===== src/rtl/load_store_unit_if.sv =====
// Bus bundle between the MEM pipeline stage, the load/store unit and the
// data memory.
//   req_*  : pipeline -> LSU request channel (valid/ready handshake)
//   resp_* : LSU -> pipeline one-cycle completion, plus busy stall source
//   mem_*  : LSU <-> data memory memread/memwrite/clk_stall protocol
// Modports:
//   slave  : the load/store unit itself
//   master : the environment (pipeline + memory) around it
interface load_store_unit_if;
  logic        req_valid;
  logic        req_ready;
  logic        req_write;
  logic [2:0]  req_funct3;
  logic [31:0] req_addr;
  logic [31:0] req_wdata;
  logic        resp_valid;
  logic [31:0] resp_rdata;
  logic        resp_err;
  logic        busy;
  logic [31:0] mem_addr;
  logic [31:0] mem_wdata;
  logic        mem_read;
  logic        mem_write;
  logic [3:0]  mem_mask;
  logic [31:0] mem_rdata;
  logic        mem_stall;

  modport slave (
    input  req_valid, req_write, req_funct3, req_addr, req_wdata,
    input  mem_rdata, mem_stall,
    output req_ready, resp_valid, resp_rdata, resp_err, busy,
    output mem_addr, mem_wdata, mem_read, mem_write, mem_mask
  );

  modport master (
    output req_valid, req_write, req_funct3, req_addr, req_wdata,
    output mem_rdata, mem_stall,
    input  req_ready, resp_valid, resp_rdata, resp_err, busy,
    input  mem_addr, mem_wdata, mem_read, mem_write, mem_mask
  );
endinterface


===== src/rtl/load_store_unit.sv =====
// load_store_unit: CPU-side initiator for the data memory's
// memread/memwrite/clk_stall protocol. Takes one load/store at a time,
// encodes RV32I funct3 into the memory sign_mask, pulses the strobe for one
// cycle, waits for the memory stall to rise and fall, then returns a
// one-cycle response (with error flag for misaligned/illegal/timeout).
// Ports:
//   clk  : clock, all logic on posedge
//   rst  : synchronous active-high reset
//   bus  : load_store_unit_if.slave (request, response and memory signals)
// Parameters:
//   TIMEOUT_CYCLES : WAIT-state cycles before abort
// Optional feature macro: LSU_TIMEOUT_EN (WAIT-state timeout counter).
module load_store_unit #(
  parameter int TIMEOUT_CYCLES = 64
) (
  input  logic               clk,
  input  logic               rst,
  load_store_unit_if.slave   bus
);

  typedef enum logic [1:0] {IDLE, ISSUE, WAIT, RESP} state_t;

  state_t      state_q, state_d;
  logic        write_q, write_d;
  logic        stall_seen_q, stall_seen_d;
  logic [31:0] mem_addr_q, mem_addr_d;
  logic [31:0] mem_wdata_q, mem_wdata_d;
  logic [3:0]  mem_mask_q, mem_mask_d;
  logic        mem_read_q, mem_read_d;
  logic        mem_write_q, mem_write_d;
  logic        resp_valid_q, resp_valid_d;
  logic        resp_err_q, resp_err_d;
  logic [31:0] resp_rdata_q, resp_rdata_d;
  logic        busy_q, busy_d;

  logic [3:0]  req_mask;
  logic        req_ok;

`ifdef LSU_TIMEOUT_EN
  localparam int TW = $clog2(TIMEOUT_CYCLES + 1);
  logic [TW-1:0] tmo_q, tmo_d;
`else
  // TIMEOUT_CYCLES has no effect without the timeout counter.
  if (TIMEOUT_CYCLES < 1) begin : g_tmo_unused
  end
`endif

  // {signed, size}; 0000 marks an illegal funct3 since every legal mask is non-zero.
  function automatic logic [3:0] mask_of(input logic wr, input logic [2:0] f3);
    logic [3:0] m;
    m = 4'b0000;
    if (!wr) begin
      case (f3)
        3'b000:  m = 4'b1001;
        3'b001:  m = 4'b1011;
        3'b010:  m = 4'b0111;
        3'b100:  m = 4'b0001;
        3'b101:  m = 4'b0011;
        default: m = 4'b0000;
      endcase
    end else begin
      case (f3)
        3'b000:  m = 4'b0001;
        3'b001:  m = 4'b0011;
        3'b010:  m = 4'b0111;
        default: m = 4'b0000;
      endcase
    end
    return m;
  endfunction

  function automatic logic is_aligned(input logic [2:0] size, input logic [1:0] a);
    logic ok;
    case (size)
      3'b011:  ok = (a[0] == 1'b0);
      3'b111:  ok = (a == 2'b00);
      default: ok = 1'b1;
    endcase
    return ok;
  endfunction

  assign req_mask = mask_of(bus.req_write, bus.req_funct3);
  assign req_ok   = (req_mask != 4'b0000) && is_aligned(req_mask[2:0], bus.req_addr[1:0]);

  always_comb begin
    state_d      = state_q;
    write_d      = write_q;
    stall_seen_d = stall_seen_q;
    mem_addr_d   = mem_addr_q;
    mem_wdata_d  = mem_wdata_q;
    mem_mask_d   = mem_mask_q;
    mem_read_d   = 1'b0;
    mem_write_d  = 1'b0;
    resp_valid_d = 1'b0;
    resp_err_d   = 1'b0;
    resp_rdata_d = resp_rdata_q;
    busy_d       = busy_q;
`ifdef LSU_TIMEOUT_EN
    tmo_d        = tmo_q;
`endif
    case (state_q)
      IDLE: begin
        if (bus.req_valid) begin
          busy_d = 1'b1;
          if (!req_ok) begin
            // Rejected without touching memory.
            resp_valid_d = 1'b1;
            resp_err_d   = 1'b1;
            state_d      = RESP;
          end else begin
            write_d     = bus.req_write;
            mem_addr_d  = bus.req_addr;
            mem_wdata_d = bus.req_wdata;
            mem_mask_d  = req_mask;
            mem_read_d  = !bus.req_write;
            mem_write_d = bus.req_write;
            state_d     = ISSUE;
          end
        end
      end
      ISSUE: begin
        // Strobe is visible during this cycle; it drops at the next edge so
        // the memory does not re-issue once it returns to idle.
        stall_seen_d = 1'b0;
        state_d      = WAIT;
`ifdef LSU_TIMEOUT_EN
        tmo_d        = '0;
`endif
      end
      WAIT: begin
        if (stall_seen_q && !bus.mem_stall) begin
          if (!write_q) resp_rdata_d = bus.mem_rdata;
          resp_valid_d = 1'b1;
          state_d      = RESP;
        end else begin
          if (bus.mem_stall) stall_seen_d = 1'b1;
`ifdef LSU_TIMEOUT_EN
          if (tmo_q == TW'(TIMEOUT_CYCLES - 1)) begin
            resp_valid_d = 1'b1;
            resp_err_d   = 1'b1;
            state_d      = RESP;
          end else begin
            tmo_d = tmo_q + 1'b1;
          end
`endif
        end
      end
      RESP: begin
        busy_d  = 1'b0;
        state_d = IDLE;
      end
      default: state_d = IDLE;
    endcase
  end

  always_ff @(posedge clk) begin
    if (rst) begin
      state_q      <= IDLE;
      write_q      <= 1'b0;
      stall_seen_q <= 1'b0;
      mem_addr_q   <= '0;
      mem_wdata_q  <= '0;
      mem_mask_q   <= '0;
      mem_read_q   <= 1'b0;
      mem_write_q  <= 1'b0;
      resp_valid_q <= 1'b0;
      resp_err_q   <= 1'b0;
      resp_rdata_q <= '0;
      busy_q       <= 1'b0;
`ifdef LSU_TIMEOUT_EN
      tmo_q        <= '0;
`endif
    end else begin
      state_q      <= state_d;
      write_q      <= write_d;
      stall_seen_q <= stall_seen_d;
      mem_addr_q   <= mem_addr_d;
      mem_wdata_q  <= mem_wdata_d;
      mem_mask_q   <= mem_mask_d;
      mem_read_q   <= mem_read_d;
      mem_write_q  <= mem_write_d;
      resp_valid_q <= resp_valid_d;
      resp_err_q   <= resp_err_d;
      resp_rdata_q <= resp_rdata_d;
      busy_q       <= busy_d;
`ifdef LSU_TIMEOUT_EN
      tmo_q        <= tmo_d;
`endif
    end
  end

  assign bus.req_ready  = (state_q == IDLE);
  assign bus.resp_valid = resp_valid_q;
  assign bus.resp_err   = resp_err_q;
  assign bus.resp_rdata = resp_rdata_q;
  assign bus.busy       = busy_q;
  assign bus.mem_addr   = mem_addr_q;
  assign bus.mem_wdata  = mem_wdata_q;
  assign bus.mem_mask   = mem_mask_q;
  assign bus.mem_read   = mem_read_q;
  assign bus.mem_write  = mem_write_q;

endmodule

===== src/flat_wrapper.sv =====
// flat-port wrapper written by rule: the top's interface ports become plain ports
module load_store_unit_flat 
#(
  parameter int TIMEOUT_CYCLES = 64
)
  (clk, rst, bus_req_valid, bus_req_write, bus_req_funct3, bus_req_addr, bus_req_wdata, bus_mem_rdata, bus_mem_stall, bus_req_ready, bus_resp_valid, bus_resp_rdata, bus_resp_err, bus_busy, bus_mem_addr, bus_mem_wdata, bus_mem_read, bus_mem_write, bus_mem_mask);
  load_store_unit_if bus_i ();
  input  logic clk;
  input  logic rst;
  input wire logic [$bits(bus_i.req_valid)-1:0] bus_req_valid;
  input wire logic [$bits(bus_i.req_write)-1:0] bus_req_write;
  input wire logic [$bits(bus_i.req_funct3)-1:0] bus_req_funct3;
  input wire logic [$bits(bus_i.req_addr)-1:0] bus_req_addr;
  input wire logic [$bits(bus_i.req_wdata)-1:0] bus_req_wdata;
  input wire logic [$bits(bus_i.mem_rdata)-1:0] bus_mem_rdata;
  input wire logic [$bits(bus_i.mem_stall)-1:0] bus_mem_stall;
  output wire logic [$bits(bus_i.req_ready)-1:0] bus_req_ready;
  output wire logic [$bits(bus_i.resp_valid)-1:0] bus_resp_valid;
  output wire logic [$bits(bus_i.resp_rdata)-1:0] bus_resp_rdata;
  output wire logic [$bits(bus_i.resp_err)-1:0] bus_resp_err;
  output wire logic [$bits(bus_i.busy)-1:0] bus_busy;
  output wire logic [$bits(bus_i.mem_addr)-1:0] bus_mem_addr;
  output wire logic [$bits(bus_i.mem_wdata)-1:0] bus_mem_wdata;
  output wire logic [$bits(bus_i.mem_read)-1:0] bus_mem_read;
  output wire logic [$bits(bus_i.mem_write)-1:0] bus_mem_write;
  output wire logic [$bits(bus_i.mem_mask)-1:0] bus_mem_mask;
  assign bus_i.req_valid = bus_req_valid;
  assign bus_i.req_write = bus_req_write;
  assign bus_i.req_funct3 = bus_req_funct3;
  assign bus_i.req_addr = bus_req_addr;
  assign bus_i.req_wdata = bus_req_wdata;
  assign bus_i.mem_rdata = bus_mem_rdata;
  assign bus_i.mem_stall = bus_mem_stall;
  assign bus_req_ready = bus_i.req_ready;
  assign bus_resp_valid = bus_i.resp_valid;
  assign bus_resp_rdata = bus_i.resp_rdata;
  assign bus_resp_err = bus_i.resp_err;
  assign bus_busy = bus_i.busy;
  assign bus_mem_addr = bus_i.mem_addr;
  assign bus_mem_wdata = bus_i.mem_wdata;
  assign bus_mem_read = bus_i.mem_read;
  assign bus_mem_write = bus_i.mem_write;
  assign bus_mem_mask = bus_i.mem_mask;
  load_store_unit #(.TIMEOUT_CYCLES(TIMEOUT_CYCLES)) u_core (.clk(clk), .rst(rst), .bus(bus_i));
endmodule

===== config.mk =====
export PLATFORM = sky130hd
export DESIGN_NAME = load_store_unit_flat
export DESIGN_NICKNAME = d
export VERILOG_FILES = /design/src/rtl/load_store_unit_if.sv /design/src/rtl/load_store_unit.sv /design/src/flat_wrapper.sv
export SDC_FILE = /design/constraint.sdc
export NUM_CORES = 1
export LEC_CHECK = 0
export BUFFER_PORTS_ARGS = -buffer_cell sky130_fd_sc_hd__buf_2
export CAP_MARGIN = 25
export CORE_ASPECT_RATIO = 1.4
export CORE_MARGIN = 5
export CORE_UTILIZATION = 42
export CTS_CLUSTER_DIAMETER = 120
export DETAILED_ROUTE_END_ITERATION = 7
export PLACE_DENSITY = 0.75
export RECOVER_POWER = 50
export SLEW_MARGIN = 25
export SYNTH_ARGS = -nofsm -noshare
export SYNTH_HDL_FRONTEND = slang
export SYNTH_SLANG_ARGS = --single-unit

===== constraint.sdc =====
create_clock -name clk -period 4.79 [get_ports clk]
set_clock_uncertainty 0.1 [all_clocks]
set_input_delay 0 -clock clk [delete_from_list [all_inputs] [get_ports clk]]
set_output_delay 0 -clock clk [all_outputs]
set_load 0.01 [all_outputs]

==> impl_metrics.yaml, run 1 <==
final_layout:
  syn2layout_area_growth_pct: 54.36
  fillers: 763
  register_area_mm2: 0.002182
  fraction_of_layout_instances_using_a_drive_strength_above_1: 0.1633
  design.final.nets: 886
  area_of_the_multi_input_gates_mm2: 0.001720
global_route:
  pin_count_of_the_biggest_net_entering_global_routing: 110
  grt_pass1_vias: 4660
  globalRoute.totalOverflow: 0
  antenna_found_initial: 0
  grt.total_usage: 0.2297
  wire_length_of_the_first_global_routing_pass_mm: 22.47
synth:
  yosys_register_bits: 109
  postSynthNetCount: 607
  portion_of_the_post_synthesis_area_used_by_sequential_elements: 0.5293
  synth_common_cells: "dfxtp_1 (109), a21oi_1 (104), nand3_1 (68), nand2_1 (67), o21ai_0 (33)"
  asyncSetResetFlopFracSynth: 0
  netlist_instances: 500
  synthDominantAreaCellType: "dfxtp_1"
  yosysUniqueCellTypes: 32
  syn-cell-area_mm2: 0.004123
  predominant_post_synthesis_flop_cell: "dfxtp_1"
  syn_area_per_cell_um2: 8.245
  ys.warnings.count: 0
  synth.top_cell.area_share: 0.5293
  yosys-top-cells-area: "dfxtp_1 (53%), a21oi_1 (13%), nand3_1 (8.3%)"
  synthMostInstantiatedCell: "dfxtp_1"
  synth_enable_flop_cells: 0
clock_network:
  clock_sink_count: 109
  post_cts.resized_instances: 0
  cts_root_buf: "clkbuf_16"
  path_clk_slew_ns: 0.07
  worstSkewPairLatency_ns: 0.34
  cts-root-to-sink-buffers: 2
  cts.htree.levels: 3
  tritoncts_clock_tree: "built"
  numCtsBuffers: 9
route:
  final_antenna_net_count: 0
  viasPerCell: 5.154
  drt_pass1_iterations: 5
  drt_iter0_markers: 254
  wl_per_cell_um: 15.46
  num_vias: 4726
  drc_errors: 0
  drt_wl_total_mm: 14.18
hold_path:
  holdCritPathClass: "primary input to flip-flop"
outcome:
  outcome: "complete, no violations"
floorplanning:
  floorplan.die.width_um: 93.74
  design.die.area_mm2: 0.01193
  core_mm2: 0.009512
  std_cell_rows: 42
  ios: 210
  chipHeight_um: 127.2
  initial_util: 0.4334
setup_path:
  timing.setup.critical_path_class: "flip-flop to flip-flop"
  worstPathRequired_ns: 4.95
  maximum_net_fanout_on_the_critical_path: 67
  timing.critical_path.from_type: "flip-flop"
  nature_of_the_critical_path_endpoint: "flip-flop"
  crit_arrival_ns: 2.87
power_and_ir_drop:
  powerDensity_mw_per_mm2: 353.4
  worst_ir_drop_on_vdd_uv: 187.5
  power.static_leakage_nw: 2.355
  total_power_mw: 2.249
timing:
  rsz0062_at_grt: "no"
  worst_slew_pin_slew_ns: 0.7913
  final_tns_setup_ns: 0
  maxClockFrequency_ghz: 0.3693
  setup_viol: 0
  final.min_clock_period_ns: 2.708
  final_hold_viol_count: 0
  final_min_period_over_clock_period: 0.5653
  final_max_slew_viol_count: 0
  timing.slew.headroom: 0.4725
placed_design:
  port_buffer_count: 209
  detailed_place_hpwl_mm: 8.294
  gpl.final_weighted_congestion: 0.7280
job:
  cap_violations: 0
## flip-flops by register name (all words and copies together), names as in the netlist, 2 cells and up
signal,cells
u_core.bus.mem_addr,32
u_core.bus.mem_wdata,32
u_core.state_q,2
u_core.bus.resp_rdata,32
u_core.bus.mem_mask,4
## repair_timing
item / CTS / global route
buffers inserted: 0 / 0
setup endpoints to repair: 0 / 0
hold buffers: 103 / 0
endpoints found under the hold margin: 104 / 0
## final cells by class
cell class,instances,share of cell area
Sequential cell,109,0.3429
Timing Repair Buffer,315,0.3101
Multi-Input combinational cell,342,0.2704
Clock buffer,13,0.04247
Tap cell,132,0.02595
Clock inverter,3,0.006685
Inverter,2,0.001180
Antenna cell,1,0.0003932
## per-stage QoR
stage | setup WS [ns] | cells | cell area [um2] | hold WS [ns] | util
5_1_grt | 1.920 | 916 | 6361 | 0.03860 | 0.6688
6_report | 2.082 | 917 | 6364 | 0.01646 | 0.6690
3_5_place_dp | 2.212 | 797 | 5145 | 0.1473 | 0.5409
4_1_cts | 1.813 | 916 | 6489 | 0.001158 | 0.6822
2_1_floorplan | 3.007 | 500 | 4123 | -0.02149 | -
3_3_place_gp | 2.292 | 797 | 5140 | 0.1395 | 0.5404
## power by group
part           switching [mW]  internal (mW)  total [mW]  leakage [nW]
clock                   0.318          0.448       0.766         0.152
sequential             0.0400          0.979        1.02         0.883
combinational           0.266          0.198       0.464          1.32
## metal layers
layer | part of all wire | global-route usage
met1 | 0.38 | 0.2586
met4 | 0.019 | 0.07993
met5 | 0 | 0
met2 | 0.50 | 0.4036
met3 | 0.097 | 0.07353
## critical path, stage by stage, from the launching register on
cell	delay [ns]
dfxtp_1	0.33
inv_1	0.08
ha_1	0.31
nand2_2	0.18
and2b_4	0.77
nand3_1	0.14
dlygate4sd3_1	0.58
a21oi_1	0.13
## cell families after synthesis
kind of cell,share of synthesized area
adder cells (fa/ha/maj),0.009106
AND/OR/NAND/NOR,0.1864
buffers and inverters,0.05857
AO/OA/AOI/OAI,0.2143
multiplexers,0.002428
flip-flops,0.5293
## cell usage in the layout (no fill, tap or decap)
master	count
dfxtp_1	109
clkbuf_1	107
a21oi_1	104
dlygate4sd3_1	103
buf_2	102
nand2_1	67
nand3_1	67
o21ai_0	33
o21ai_1	32
clkbuf_16	9
nor3_1	8
nor2_1	7
nand2b_1	3
ha_1	3
clkbuf_8	3
buf_4	3
inv_1	2
diode_2	1
nor4_4	1
nand3_2	1
nand4_1	1
nand2_2	1
and2b_4	1
a21o_1	1
nor3b_4	1
o211ai_1	1
nand3b_1	1
nor2_4	1
or2_2	1
a21boi_0	1
mux2i_1	1
a211oi_1	1
nor3b_1	1
o21bai_1	1
nor4_1	1
nor2b_1	1
clkinvlp_4	1
clkinv_2	1
bufinv_16	1
buf_6	1
## final timing paths
check	startpoint	end	slack, ns	depth (start not counted)
worst max-delay path	u_core.state_q[0]	u_core.bus.mem_mask[2]	2.08	7
worst min-delay path	bus_req_valid	u_core.bus.resp_err	0.02	3
worst max register to register	u_core.state_q[0]	u_core.bus.mem_mask[2]	2.08	7
worst min register to register	u_core.bus.resp_rdata[15]	u_core.bus.resp_rdata[15]	0.36	2
Note: power is estimated with default switching activity, not from simulation.
==> run 2: changes to the inputs <==
Clock period 4.79 ns to 2.77 ns, I/O delays scaled along.
==> run 2 against run 1 <==
Core utilization increased by 0.78 points; non-clock buffer count increased by 6; global-route usage increased by 0.30 points; count of clock-buffer cells in the layout decreased by 1; via count increased by 0.40%; power increased by 74%; first-iteration DRC count increased by 5.1%; sequential power increased by 74%; flip-flop and latch count unchanged; critical path depth increased by 1; largest power group unchanged.
==> impl_metrics.yaml, run 2 (synthesis results as in run 1) <==
power_and_ir_drop:
  powerDensity_mw_per_mm2: 606.8
  power.share.switching: 0.2786
  worst_ir_drop_on_vdd_uv: 312.4
  netSwitchingPower_mw: 1.088
  clockPowerShare: 0.339
  power.static_leakage_nw: 2.408
  internal-power_mw: 2.818
  combinationalPowerShare: 0.208
  p_seq_frac: 0.452
clock_network:
  tritoncts_clock_tree: "built"
  post_cts_repair_timing_setup_buffer_count: 0
  cts_root_buf: "clkbuf_16"
  numCtsBuffers: 9
  worstSkewPairLatency_ns: 0.34
  path_clk_slew_ns: 0.07
  cts.htree.levels: 3
  clock_sink_count: 109
  cts-root-to-sink-buffers: 2
setup_path:
  crit_chain: "inv_1 -> ha_1 -> nand2_2 -> and2b_2 -> buf_12 -> nand3_1 -> dlygate4sd3_1 -> a21oi_1"
  r2r_cells: 8
  cp_buf_inv_count: 3
  timing.critical_path.from_type: "flip-flop"
  timing.setup.critical_path_class: "flip-flop to flip-flop"
  nature_of_the_critical_path_endpoint: "flip-flop"
  r2r_slack_ns: 0.41
  crit_path_max_incr_delay_ns: 0.55
  worstPathRequired_ns: 2.94
  critPathTopFamily: "buffers and inverters"
  crit_path_start: "u_core.state_q[0]"
  crit_arrival_ns: 2.53
  crit-reg2reg-launch: "u_core.state_q[0]"
  r2r-end: "u_core.bus.mem_mask[2]"
  maximum_net_fanout_on_the_critical_path: 39
  crit_slowest_cell: "dlygate4sd3_1"
timing:
  final_max_slew_viol_count: 0
  final.min_clock_period_ns: 2.356
  timing.slew.headroom: 0.5419
  setup_viol: 0
  rsz0062_at_grt: "no"
  final_tns_setup_ns: 0
  final_min_period_over_clock_period: 0.8505
  maxClockFrequency_ghz: 0.4245
  worst_slew_pin_slew_ns: 0.6872
  final_hold_viol_count: 0
placed_design:
  port_buffer_count: 209
  detailed_place_hpwl_mm: 8.398
  gpl.final_weighted_congestion: 0.7561
  placed_cells_incl_taps: 802
floorplanning:
  ios: 210
  std_cell_rows: 42
  core_mm2: 0.009512
  chipHeight_um: 127.2
  initial_util: 0.4334
  floorplan.die.width_um: 93.74
  design.die.area_mm2: 0.01193
route:
  viasPerCell: 5.141
  drc_errors: 0
  wl_per_cell_um: 15.64
  drt_pass1_iterations: 5
  final_antenna_net_count: 0
  drt_wl_total_mm: 14.43
  drt_iter0_markers: 267
  num_vias: 4745
hold_path:
  worst_hold_startpoint: "rst"
  holdCritPathClass: "primary input to flip-flop"
  hold_depth: 2
  hold-path-endpoint: "u_core.bus.mem_mask[0]"
global_route:
  antenna_found_initial: 0
  wire_length_of_the_first_global_routing_pass_mm: 22.40
  grt.total_usage: 0.2326
  pin_count_of_the_biggest_net_entering_global_routing: 70
  grt_pass1_vias: 4705
  globalRoute.totalOverflow: 0
final_layout:
  syn2layout_area_growth_pct: 56.15
  fillers: 779
  design.final.nets: 892
  layoutNonFillerInstCount: 923
  final_common_cell: "dfxtp_1"
  mostFrequentLayoutCells: "dfxtp_1 (109), clkbuf_1 (106), a21oi_1 (104), dlygate4sd3_1 (104), buf_2 (102)"
  fraction_of_layout_instances_using_a_drive_strength_above_1: 0.1696
job:
  cap_violations: 0
outcome:
  outcome: "complete, no violations"
run 2: worst max-delay path by stage:
| stage | endpoint | slack, ns | cells after the start |
|---|---|---|---|
| finish | u_core.bus.mem_mask[2] | 0.41 | 8 |
| detailed placement | u_core.bus.mem_addr[9] | 0.61 | 7 |
| CTS | u_core.bus.mem_mask[2] | 0.43 | 8 |
| global route | u_core.bus.mem_mask[2] | 0.29 | 8 |
| global placement | u_core.bus.mem_addr[31] | 0.72 | 7 |
| floorplan | u_core.bus.mem_mask[1] | 0.99 | 8 |
run 2: routing by layer:
layer / track usage / vias to the layer above / part of all wire / wire length (um)
met5: 0 / - / 0 / 0
met4: 0.09269 / 0 / 0.023 / 325
met3: 0.06412 / 27 / 0.095 / 1369
met2: 0.4057 / 233 / 0.49 / 7080
met1: 0.2661 / 2183 / 0.39 / 5657
li1: - / 2302 / - / -
run 2: cell type report:
class                      count  area, um2  share of cell area
timing repair buffer         321       2054              0.3191
clock inverter                 4      45.04            0.006997
multi-input combinational    342       1714              0.2663
inverter                       2      7.507            0.001166
sequential                   109       2182              0.3390
antenna                        1      2.502           0.0003887
tap                          132      165.2             0.02566
clock buffer                  12      266.5             0.04140
run 2: metrics by stage:
step | utilization | area (um2) | worst slack (ns) | power [mW] | hold slack [ns]
3_5_place_dp | 0.5483 | 5215 | 0.6148 | 2.510 | 0.1453
6_report | 0.6768 | 6437 | 0.4140 | 3.906 | 0.09031
2_1_floorplan | - | 4123 | 0.9868 | 2.225 | -0.02149
5_1_grt | 0.6765 | 6435 | 0.2894 | 4.096 | 0.1194
4_1_cts | 0.6905 | 6568 | 0.4317 | 3.940 | 0.07507
3_3_place_gp | 0.5483 | 5215 | 0.7213 | 2.484 | 0.1400
run 2: power by group through the flow:
stage / combinational, mW / sequential, mW / clock [mW]
2_1_floorplan: 0.387 / 1.84 / 0
3_3_place_gp: 0.694 / 1.79 / 0
3_5_place_dp: 0.716 / 1.79 / 0
4_1_cts: 0.831 / 1.76 / 1.35
5_1_grt: 0.897 / 1.78 / 1.42
6_report: 0.814 / 1.77 / 1.32
run 2: repair_timing:
action                                 4_1_cts  5_1_grt
endpoints found under the hold margin      105        0
gates resized for setup                      0        0
hold buffers                               104        0
run 2: worst register-to-register path: stages (launching register included):
cell and delay [ns]:
dfxtp_1 0.33, inv_1 0.08, ha_1 0.32, nand2_2 0.19, and2b_2 0.29, buf_12 0.19
nand3_1 0.10, dlygate4sd3_1 0.55, a21oi_1 0.13
